<file path="src/rtl/accel_job_dispatcher.sv">
// Host-side job dispatcher: buffers job IDs in a FIFO, issues them one at a time
// over an acc_start/acc_done handshake and returns completion records.
// Optional watchdog compiled in with `define ACCEL_DISPATCH_TIMEOUT_EN.
module accel_job_dispatcher #(
    parameter int ID_W    = 4,
    parameter int DEPTH   = 4,
    parameter int TIMEOUT = 8
) (
    input  logic                         clk,
    input  logic                         reset,
    input  logic                         req_valid,
    output logic                         req_ready,
    input  logic [ID_W-1:0]              req_id,
    output logic                         acc_start,
    input  logic                         acc_done,
    output logic                         cpl_valid,
    input  logic                         cpl_ready,
    output logic [ID_W-1:0]              cpl_id,
    output logic                         cpl_err,
    output logic [$clog2(DEPTH+1)-1:0]   pending
);

    localparam int PW = $clog2(DEPTH);
    localparam int CW = $clog2(DEPTH+1);

    typedef enum logic [1:0] {IDLE, ISSUE, WAIT, REPORT} state_t;

    state_t            state_q, state_d;
    logic [ID_W-1:0]   mem_q [DEPTH];
    logic [PW-1:0]     rd_ptr_q, wr_ptr_q;
    logic [CW-1:0]     count_q, count_d;
    logic [ID_W-1:0]   cur_id_q, cur_id_d;
    logic              err_q, err_d;
    logic              push, pop, timeout;

    // No pass-through: a push while full is refused even when a pop happens.
    assign req_ready = (count_q != CW'(DEPTH));
    assign push      = req_valid && req_ready;
    assign pop       = (state_q == ISSUE);
    assign count_d   = count_q + CW'(push) - CW'(pop);
    assign pending   = count_q;

    assign acc_start = (state_q == ISSUE);
    assign cpl_valid = (state_q == REPORT);
    assign cpl_id    = cur_id_q;
    assign cpl_err   = err_q;

`ifdef ACCEL_DISPATCH_TIMEOUT_EN
    localparam int TW = $clog2(TIMEOUT);
    logic [TW-1:0] timer_q, timer_d;

    assign timeout = (timer_q == TW'(TIMEOUT-1));

    always_comb begin
        timer_d = timer_q;
        if (state_q == ISSUE)
            timer_d = '0;
        else if (state_q == WAIT && !acc_done && !timeout)
            timer_d = timer_q + TW'(1);
    end

    always_ff @(posedge clk or posedge reset) begin
        if (reset) timer_q <= '0;
        else       timer_q <= timer_d;
    end
`else
    assign timeout = 1'b0;
`endif

    always_comb begin
        state_d  = state_q;
        cur_id_d = cur_id_q;
        err_d    = err_q;
        case (state_q)
            IDLE: begin
                if (count_q != '0) state_d = ISSUE;
            end
            ISSUE: begin
                cur_id_d = mem_q[rd_ptr_q];
                state_d  = WAIT;
            end
            WAIT: begin
                // acc_done beats a coincident timeout
                if (acc_done) begin
                    err_d   = 1'b0;
                    state_d = REPORT;
                end else if (timeout) begin
                    err_d   = 1'b1;
                    state_d = REPORT;
                end
            end
            REPORT: begin
                if (cpl_ready) state_d = IDLE;
            end
            default: state_d = IDLE;
        endcase
    end

    always_ff @(posedge clk or posedge reset) begin
        if (reset) begin
            state_q  <= IDLE;
            rd_ptr_q <= '0;
            wr_ptr_q <= '0;
            count_q  <= '0;
            cur_id_q <= '0;
            err_q    <= 1'b0;
        end else begin
            state_q  <= state_d;
            count_q  <= count_d;
            cur_id_q <= cur_id_d;
            err_q    <= err_d;
            if (push) wr_ptr_q <= wr_ptr_q + PW'(1);
            if (pop)  rd_ptr_q <= rd_ptr_q + PW'(1);
        end
    end

    // Storage needs no reset; occupancy is tracked by count_q.
    always_ff @(posedge clk) begin
        if (push) mem_q[wr_ptr_q] <= req_id;
    end

endmodule

</file>
<file path="config.mk">
export PLATFORM = sky130hd
export DESIGN_NAME = accel_job_dispatcher
export DESIGN_NICKNAME = d
export VERILOG_FILES = /design/src/rtl/accel_job_dispatcher.sv
export SDC_FILE = /design/constraint.sdc
export NUM_CORES = 1
export LEC_CHECK = 0
export CORE_MARGIN = 4
export CORE_UTILIZATION = 46
export DETAILED_ROUTE_END_ITERATION = 8
export PLACE_DENSITY = 0.78
export SYNTH_ARGS = -nofsm -noshare
export SYNTH_HDL_FRONTEND = slang
export SYNTH_SLANG_ARGS = --single-unit
</file>
<file path="constraint.sdc">
create_clock -name clk -period 2.8 [get_ports clk]
set_input_delay 0.56 -clock clk [delete_from_list [all_inputs] [get_ports clk]]
set_output_delay 0.56 -clock clk [all_outputs]
set_load 0.05 [all_outputs]
</file>
==> reports/results.txt <==
Outcome -> finished clean
CTS H-tree lvls -> 2
Final wirelength -> 2.064 mm
Mux contribution to synthesized area -> 9.082%
Die Wd -> 61.90 um
Ys flop type -> edfxtp_1
Yosys warnings -> 0
Async set-reset flop share out of synthesis -> 44.83%
Post-Synth XOR/XNOR Area -> 3.277%
Initial Util -> 48.46%
Share of cells above drive strength 1 -> 15.83%
DR iter-0 viols -> 22
Net Sw Frac -> 39.98%
IO Port Bufs -> 18
Via density -> 4.907
Internal -> 1.193 mW
Post-synth EDFFs -> 16
Fill count -> 217
Final Slew Violations -> 0
FP Rows -> 19
Clock-pin transition on the worst setup and hold timing paths -> 90 ps
Syn Std Cell Area -> 1336 um2
Largest stage delay, worst path -> 720 ps
Fmax -> 400.5 MHz
Period Utilization, post-route -> 89.17%
Ant diodes -> 0
Sum Neg Setup Slack -> 0 ps
Wire per inst -> 13.67 um
Die height -> 61.90 um
CP endpoint kind -> output pin
Area post-placement -> 1550 um2
Slew HR -> 65.87%
Slowest CP cell -> clkdlybuf4s50_1
First-pass DRT Iterations -> 4
CTS max path bufs -> 2
Final routed DRC violation total -> 0
Least-Margin Pin Slew -> 511.4 ps
Post-Syn Area per Cell -> 14.07 um2
CTS Buf Count -> 5
Fin crit period -> 2497 ps
First-pass GRT wire length -> 3.394 mm
Seq/Total Area, Yosys -> 60.30%
Root Buffer Master -> clkbuf_4
Critical path, cell by cell -> or3b_4, clkdlybuf4s50_1
Peak VDD IR -> 0.8450 mV
Initial antenna violation count -> 0
Core outline area -> 2758 um2
Hold_buf cts -> 0
Logic pwr share -> 47.2%
Final Instance Area -> 1625 um2
Vias -> 741
Syn_nets -> 116
Vias in the first global route -> 743
Yosys reg bits -> 29
I/O pins -> 20
Remaining antenna violation count -> 0
RSZ-0062 raised after global routing -> false
Critical path launch point type -> flop
DP HPWL -> 1.554 mm
Max-cap viol count -> 0
Final Setup Violations -> 0
FF-to-FF path depth -> 10
Worst-Skew Late Latency -> 320 ps
Clock Power Share -> 16.3%
Sw Pwr -> 0.7946 mW
WHS Path Cells -> 1
Layout Area Growth over Synthesis -> 21.63%
Leakage power -> 0.7000 nW
Crit path max fanout -> 6
Nets -> 140
Die area -> 3831 um2
Sequential share of power -> 36.5%
Clk sink count -> 29
Hold Crit Class -> flop to flop
Post-Synth Adder-Cell Area -> 11.80%
Total grt overflow -> 0
CTS tree -> built
Largest net degree at the start of global routing -> 14
PwrDens -> 1223 nW/um2
GRT Overall Usage -> 13.21%
Complex-gate fraction of the synthesized area -> 3.652%
Buffer count from post-CTS setup fixing -> 0
Post-CTS sizing -> 0
Worst EP required -> 2240 ps
Setup CP Type -> flop to output pin
Main combinational cell family by area after synthesis -> adder cells
Worst clock skew -> 9.522 ps
Yosys cell types -> 23
Final Hold Viols -> 0
GPL Wtd Cong -> 0.7373
Post-Synthesis Cells -> 95
Simple-gate share of the synthesized area -> 7.584%
Worst EP arrival -> 1940 ps
[per-layer routing]
layer  global-route usage (%)  vias to the layer above  wire length [um]
met1                    15.62                      352               919
li1                         -                      370                 -
met4                    7.273                        0                22
met2                    20.33                       17              1015
met5                        0                        -                 0
met3                    5.579                        2               106
[cell type report]
class | instances | area, um2 | share of cell area [%]
clock buffer | 6 | 41.29 | 2.540
clock inverter | 2 | 33.78 | 2.079
inverter | 11 | 41.29 | 2.540
multi-input combinational | 53 | 476.7 | 29.33
sequential | 29 | 805.8 | 49.58
tap | 31 | 38.79 | 2.386
timing repair buffer | 19 | 187.7 | 11.55
[cell usage in the layout, fill, tap and decap left out]
cell             Yosys  routed
and3_2               4       4
nand2_1              2       2
a221oi_1             1       1
xnor2_1              4       4
conb_1               1       1
a21oi_1              4       4
o21ai_0              4       4
ha_1                11      11
edfxtp_1            16      16
mux2i_1              5       5
nor4b_1              1       1
xor2_1               1       1
nor2_1               1       1
inv_1               11      11
clkdlybuf4s50_1      0      18
mux2_2               5       5
clkinv_1             0       1
fa_1                 1       1
nor2b_1              5       5
clkbuf_4             0       5
buf_4                1       1
clkbuf_1             0       1
or3b_4               1       1
bufinv_16            0       1
and2_4               1       1
mux2_4               1       1
dfrtp_1             13      13
[power groups by stage]
stage / clock network [mW] / logic, mW / registers (mW)
after floorplan: 0 / 0.542 / 0.865
after global placement: 0 / 0.918 / 0.727
after detailed placement: 0 / 0.948 / 0.736
after CTS: 0.334 / 0.951 / 0.728
after global routing: 0.354 / 1.02 / 0.744
final: 0.325 / 0.938 / 0.725
[path summary, 6_finish.rpt]
kind / start / slack, ps / endpoint
hold / removal: rd_ptr_q[1] / 510 / rd_ptr_q[1]
min in group asynchronous: reset / 560 / rd_ptr_q[0]
setup / recovery: pending[1] / 300 / req_ready
setup reg to reg: pending[1] / 430 / pending[2]
max in group asynchronous: reset / 1900 / pending[1]
hold reg to reg: rd_ptr_q[1] / 510 / rd_ptr_q[1]
[worst max-delay path: cells and delay by family (launching register included)]
kind | cells | cell delay, ps
buffers and inverters | 1 | 720
flip-flops | 1 | 450
AND/OR/NAND/NOR | 1 | 450
[stage by stage]
step | util, % | power (mW) | cells | setup WS [ps] | hold WS, ps
finish | 58.94 | 1.988 | 151 | 303.4 | 509.4
global route | 58.94 | 2.115 | 151 | 226.9 | 568.4
CTS | 58.94 | 2.013 | 151 | 274.1 | 510.0
detailed placement | 56.22 | 1.684 | 143 | 203.9 | 497.2
global placement | 56.22 | 1.645 | 143 | 294.9 | 480.5
floorplan | - | 1.407 | 95 | 138.7 | 437.0
[synth_stat cells (2+ instances only)]
cell type	count	area, um2
a21oi_1	4	20.02
and3_2	4	30.03
dfrtp_1	13	325.3
edfxtp_1	16	480.5
ha_1	11	137.6
inv_1	11	41.29
mux2_2	5	56.30
mux2i_1	5	50.05
nand2_1	2	7.510
nor2b_1	5	31.28
o21ai_0	4	20.02
xnor2_1	4	35.03
[state kept, by name, summed over array words and instances, names as in the netlist]
name and count:
pending 3, cpl_id 4, rd_ptr_q 2, wr_ptr_q 2, state_q 2, mem_q 16
[kinds of logic after synthesis]
logic type / Yosys count
flops: 29
simple gates: 15
buf+inv: 13
fa+ha+maj: 12
mux: 11
compound gates: 9
xor+xnor: 5
other cells: 1
Note: power is estimated with default switching activity, not from simulation.
